### src/rtl/ks_subtractor_pipe.sv
`default_nettype none
// ============================================================================
// Module  : ks_subtractor_pipe
// Brief   : Pipelined Kogge-Stone subtractor, result = a - b - b_in with borrow
//           out and valid/ready handshake; KS_SUB_OVF_EN adds signed overflow.
// Revision: 1.0
// ============================================================================
module ks_subtractor_pipe #(
    parameter int SIZE = 64
) (
    input  logic            clk,
    input  logic            rst,
    input  logic            in_valid,
    output logic            in_ready,
    input  logic [SIZE-1:0] a,
    input  logic [SIZE-1:0] b,
    input  logic            b_in,
    output logic            out_valid,
    input  logic            out_ready,
    output logic [SIZE-1:0] result,
    output logic            b_out
`ifdef KS_SUB_OVF_EN
    ,
    output logic            ovf
`endif
);
    localparam int LEVELS = $clog2(SIZE);

    wire  [LEVELS:0][SIZE-1:0]   g_d;
    wire  [LEVELS-1:0][SIZE-1:0] p_d;
    logic [LEVELS:0][SIZE-1:0]   g_q;
    logic [LEVELS-1:0][SIZE-1:0] p_q;
    logic [LEVELS:0][SIZE-1:0]   hs_q, hs_d;
    logic [LEVELS:0]             cin_q, cin_d;
    logic [LEVELS:0]             v_q, v_d;
    logic [SIZE-1:0]             result_q, result_d;
    logic [SIZE-1:0]             carry;
    logic                        b_out_q, b_out_d;
    logic                        out_valid_q, out_valid_d;
    logic                        stall;

    // Subtraction as a + ~b + ~b_in: stage 0 terms use the inverted subtrahend.
    assign g_d[0] = a & ~b;
    assign p_d[0] = a ^ ~b;

    for (genvar k = 1; k <= LEVELS; k++) begin : g_level
        localparam int              SPAN     = 1 << (k - 1);
        localparam logic [SIZE-1:0] LOW_MASK = ~({SIZE{1'b1}} << SPAN);
        wire [SIZE-1:0] gin;

        if (k == 1) begin : g_first
            // Carry-in folded into bit 0 so the prefix result is the true carry.
            assign gin = {g_q[0][SIZE-1:1], g_q[0][0] | (p_q[0][0] & cin_q[0])};
        end else begin : g_rest
            assign gin = g_q[k-1];
        end

        assign g_d[k] = gin | (p_q[k-1] & (gin << SPAN));

        if (k < LEVELS) begin : g_prop
            assign p_d[k] = p_q[k-1] & ((p_q[k-1] << SPAN) | LOW_MASK);
        end
    end

    always_comb begin
        stall       = out_valid_q & ~out_ready;
        in_ready    = ~stall;
        hs_d        = {hs_q[LEVELS-1:0], a ^ ~b};
        cin_d       = {cin_q[LEVELS-1:0], ~b_in};
        v_d         = {v_q[LEVELS-1:0], in_valid & ~stall};
        carry       = {g_q[LEVELS][SIZE-2:0], cin_q[LEVELS]};
        result_d    = hs_q[LEVELS] ^ carry;
        b_out_d     = ~g_q[LEVELS][SIZE-1];
        out_valid_d = v_q[LEVELS];
    end

`ifdef KS_SUB_OVF_EN
    logic [LEVELS:0] sa_q, sa_d, sb_q, sb_d;
    logic            ovf_q, ovf_d;

    always_comb begin
        sa_d  = {sa_q[LEVELS-1:0], a[SIZE-1]};
        sb_d  = {sb_q[LEVELS-1:0], b[SIZE-1]};
        ovf_d = (sa_q[LEVELS] ^ sb_q[LEVELS]) & (result_d[SIZE-1] ^ sa_q[LEVELS]);
    end

    always_ff @(posedge clk or posedge rst) begin
        if (rst) begin
            sa_q  <= '0;
            sb_q  <= '0;
            ovf_q <= 1'b0;
        end else if (!stall) begin
            sa_q  <= sa_d;
            sb_q  <= sb_d;
            ovf_q <= ovf_d;
        end
    end

    assign ovf = ovf_q;
`endif

    // A stall freezes every stage, bubbles included.
    always_ff @(posedge clk or posedge rst) begin
        if (rst) begin
            g_q         <= '0;
            p_q         <= '0;
            hs_q        <= '0;
            cin_q       <= '0;
            v_q         <= '0;
            result_q    <= '0;
            b_out_q     <= 1'b0;
            out_valid_q <= 1'b0;
        end else if (!stall) begin
            g_q         <= g_d;
            p_q         <= p_d;
            hs_q        <= hs_d;
            cin_q       <= cin_d;
            v_q         <= v_d;
            result_q    <= result_d;
            b_out_q     <= b_out_d;
            out_valid_q <= out_valid_d;
        end
    end

    assign result    = result_q;
    assign b_out     = b_out_q;
    assign out_valid = out_valid_q;

endmodule
`default_nettype wire

### config.mk
export PLATFORM = sky130hd
export DESIGN_NAME = ks_subtractor_pipe
export DESIGN_NICKNAME = d
export VERILOG_FILES = /design/src/rtl/ks_subtractor_pipe.sv
export SDC_FILE = /design/constraint.sdc
export NUM_CORES = 2
export LEC_CHECK = 0
export ABC_AREA = 0
export CAP_MARGIN = 30
export CORE_ASPECT_RATIO = 0.6
export CORE_MARGIN = 1
export CORE_UTILIZATION = 39
export DETAILED_ROUTE_END_ITERATION = 7
export GPL_TIMING_DRIVEN = 1
export HOLD_SLACK_MARGIN = 0.15
export PLACE_DENSITY_LB_ADDON = 0.05
export SYNTH_ARGS = -nofsm -noshare
export SYNTH_HDL_FRONTEND = slang
export SYNTH_SLANG_ARGS = --single-unit
### constraint.sdc
create_clock -name clk -period 40 [get_ports clk]
set_clock_uncertainty 0.15 [all_clocks]
set_input_delay 6 -clock clk [delete_from_list [all_inputs] [get_ports clk]]
set_output_delay 6 -clock clk [all_outputs]
set_load 0.1 [all_outputs]
==> impl_metrics.json <==
{
  "chipHeight_um": 276,
  "viasPerCell": 4.92,
  "via_count": 35100,
  "rsz0062_at_grt": "false",
  "fin_crit_sh_pct": 37.0,
  "ios": 200,
  "hold_viol": 0,
  "worstHoldPathType": "register to register",
  "syn_area_per_cell_um2": 9.12,
  "crit_buf_inv": 3,
  "cts_setup_buffers": 0,
  "die_w_um": 458,
  "syn_to_final_growth_pct": 15.7,
  "htree_levels": 3,
  "drt-total-wl_mm": 140,
  "post_drt_wl_per_cell_um": 19.6,
  "arrival_ps": 8670,
  "antenna_found_initial": 11,
  "grt_usage_pct": 22.5,
  "critPathMaxFanout": 140,
  "dieArea_mm2": 0.126,
  "drive_above_1_share_pct": 4.49,
  "layout_commonest_cell": "nand2_1",
  "worstPathCellList": "clkdlybuf4s50_1 -> nor2b_4 -> inv_8 -> clkdlybuf4s50_1",
  "crit_top_cell": "clkdlybuf4s50_1",
  "relSlewSlack_pct": 16.0,
  "p_leak_uw": 0.0283,
  "numCtsBuffers": 118,
  "multi_input_area_mm2": 0.0162,
  "synth-simple-area-share_pct": 23.3,
  "min-delay-start": "hs_d[283]",
  "fin_setup_tns_ps": 0,
  "period_needed_ps": 14820,
  "synthMuxAreaShare_pct": 0.0206,
  "cts_sinks": 1234,
  "p_total_uw": 4620,
  "first_pass_iters": 5,
  "fillers": 12100,
  "placed_cells": 6908,
  "fp-row-count": 99,
  "regArea_mm2": 0.0309,
  "core_area_mm2": 0.123,
  "syn_inst": 5335,
  "status": "completed",
  "hold_buffers": 0,
  "r2r_start": "out_valid",
  "hpwlAfterDp_mm": 97.7,
  "crit_path_start": "out_ready",
  "yosysUniqueCellTypes": 18,
  "final_cell_mix": "nand2_1, dfrtp_1, o21ai_0, a21oi_1, nand3_1",
  "cts-resized-gates": 0,
  "drc": 0,
  "cap_violations": 0,
  "tightestPinTransition_ps": 1260,
  "clock_latency_ps": 740,
  "synth_fp_nets": 5532,
  "yosys_warnings": 0,
  "clockBufferDepth": 3,
  "drtIter0Drc": 3054,
  "synth_fa_ha_area_share_pct": 1.65,
  "synth_top_family_by_area": "simple AND/OR/NAND/NOR gates",
  "startpoint_type": "input port",
  "cp_slowest_stage_delay_ps": 1120,
  "final_nets": 5615,
  "slew_viol_final": 0,
  "cts-root-buf": "clkbuf_16",
  "irDropWorstVdd_v": 0.0000585,
  "port_buffers": 199,
  "finalSetupViolations": 0,
  "crit_required_ps": 33850,
  "clkTransAtPathRegs_ps": 70,
  "grt_max_degree": 258,
  "synth_seq_area_share_pct": 63.5,
  "syn_area_mm2": 0.0486,
  "end_kind": "output port",
  "p_per_area_mw_per_mm2": 82.1,
  "cts_tree": "built",
  "synth_xor_area_share_pct": 1.15,
  "ys_ff_latch": 1234,
  "timing.hold.ws_ps": 313,
  "slowest_stage": "clkdlybuf4s50_1",
  "gp_congestion": 0.820,
  "grt_pass1_wl_mm": 216,
  "cp_top_family": "buffers and inverters",
  "grt_overflow_total": 0,
  "initial_utilization_pct": 39.7,
  "ant_nets": 0,
  "synth_compound_area_share_pct": 7.30,
  "grt_pass1_vias": 33700,
  "stdcell_count": 7138,
  "fmax_mhz": 67.5,
  "worstSetupPathType": "input port to output port"
}
## per-stage QoR
| stage | utilization [%] | instance area, µm² | setup slack (ps) |
|---|---|---|---|
| 6_report | 45.9 | 56300 | 25180 |
| 5_1_grt | 45.9 | 56300 | 25010 |
| 4_1_cts | 45.7 | 56100 | 25130 |
| 3_5_place_dp | 42.2 | 51700 | 25130 |
| 3_3_place_gp | 42.2 | 51700 | 25140 |
| 2_1_floorplan | - | 48600 | 16800 |
## logic make-up (layout without fill, tap and decap cells)
| logic type | after synthesis | count (layout) |
|---|---|---|
| AOI/OAI and AO/OA | 709 | 709 |
| and+or+nand+nor | 2924 | 2924 |
| muxes | 1 | 1 |
| other | 0 | 2 |
| xor gates and xnor gates | 64 | 64 |
| DFF | 1234 | 1234 |
| adders and majority gates | 64 | 64 |
| buffers and inverters | 339 | 524 |
## worst reg2reg max path: cells and delay by family, from the launching register on
family | cells | cell delay [ps]
AOI/OAI and AO/OA | 1 | 240
and+or+nand+nor | 1 | 650
DFF | 1 | 350
buffers and inverters | 4 | 3410
## worst paths after layout
kind / end / slack, ps / cells after the start
setup / recovery: in_ready / 25180 / 4
hold / removal: hs_d[347] / 310 / 2
setup reg to reg: g_level[4].gin[56] / 35050 / 6
hold reg to reg: hs_d[347] / 310 / 2
max in group asynchronous: carry[48] / 30040 / 7
min in group asynchronous: g_level[2].gin[53] / 5660 / 3
## cells in the mapped netlist, drive strengths merged
library cell | n | share of area (%)
nand2 | 2661 | 21
dfrtp | 1234 | 63
o21ai | 385 | 4.0
a21oi | 324 | 3.3
nand3 | 258 | 2.7
buf | 196 | 2.0
clkbuf | 77 | 0.59
inv | 66 | 0.51
ha | 64 | 1.6
xnor2 | 64 | 1.2
nor2 | 3 | 0.023
mux2i | 1 | 0.021
nand2b | 1 | 0.013
nor2b | 1 | 0.028
## report_power, final
part / switching, µW / leakage, µW / total, µW / internal, µW
clock network: 503 / 0.00215 / 1250 / 744
registers: 441 / 0.0158 / 2150 / 1710
logic: 874 / 0.0103 / 1220 / 348
total: 1820 / 0.0283 / 4620 / 2800
## routing by layer
| metal | wire length [µm] | vias up | track usage, % |
|---|---|---|---|
| met3 | 6530 | 148 | 3.55 |
| met2 | 54300 | 634 | 29.4 |
| met1 | 76600 | 17100 | 38.0 |
| met5 | 13 | - | 0 |
| li1 | - | 17200 | - |
| met4 | 2410 | 2 | 4.51 |
## final cells by class
class                   instances  area share [%]
clock buffers                 173            6.38
multi-input cells            3762            28.8
repair buffers                236            4.47
diodes                          2         0.00889
well taps                    1616            3.59
clock inverters                49            1.36
inverters                      66           0.460
flip-flops and latches       1234            54.9
## registers in the layout, summed over array words and instances (netlist names), 2 cells and up
signal and flops:
carry 63, hs_q 64, g_level.gin 383, result 64
cin_q 7, p_q 325, v_q 7, g_q 2
hs_d 317
No activity file was read; power rests on OpenSTA's default activity.
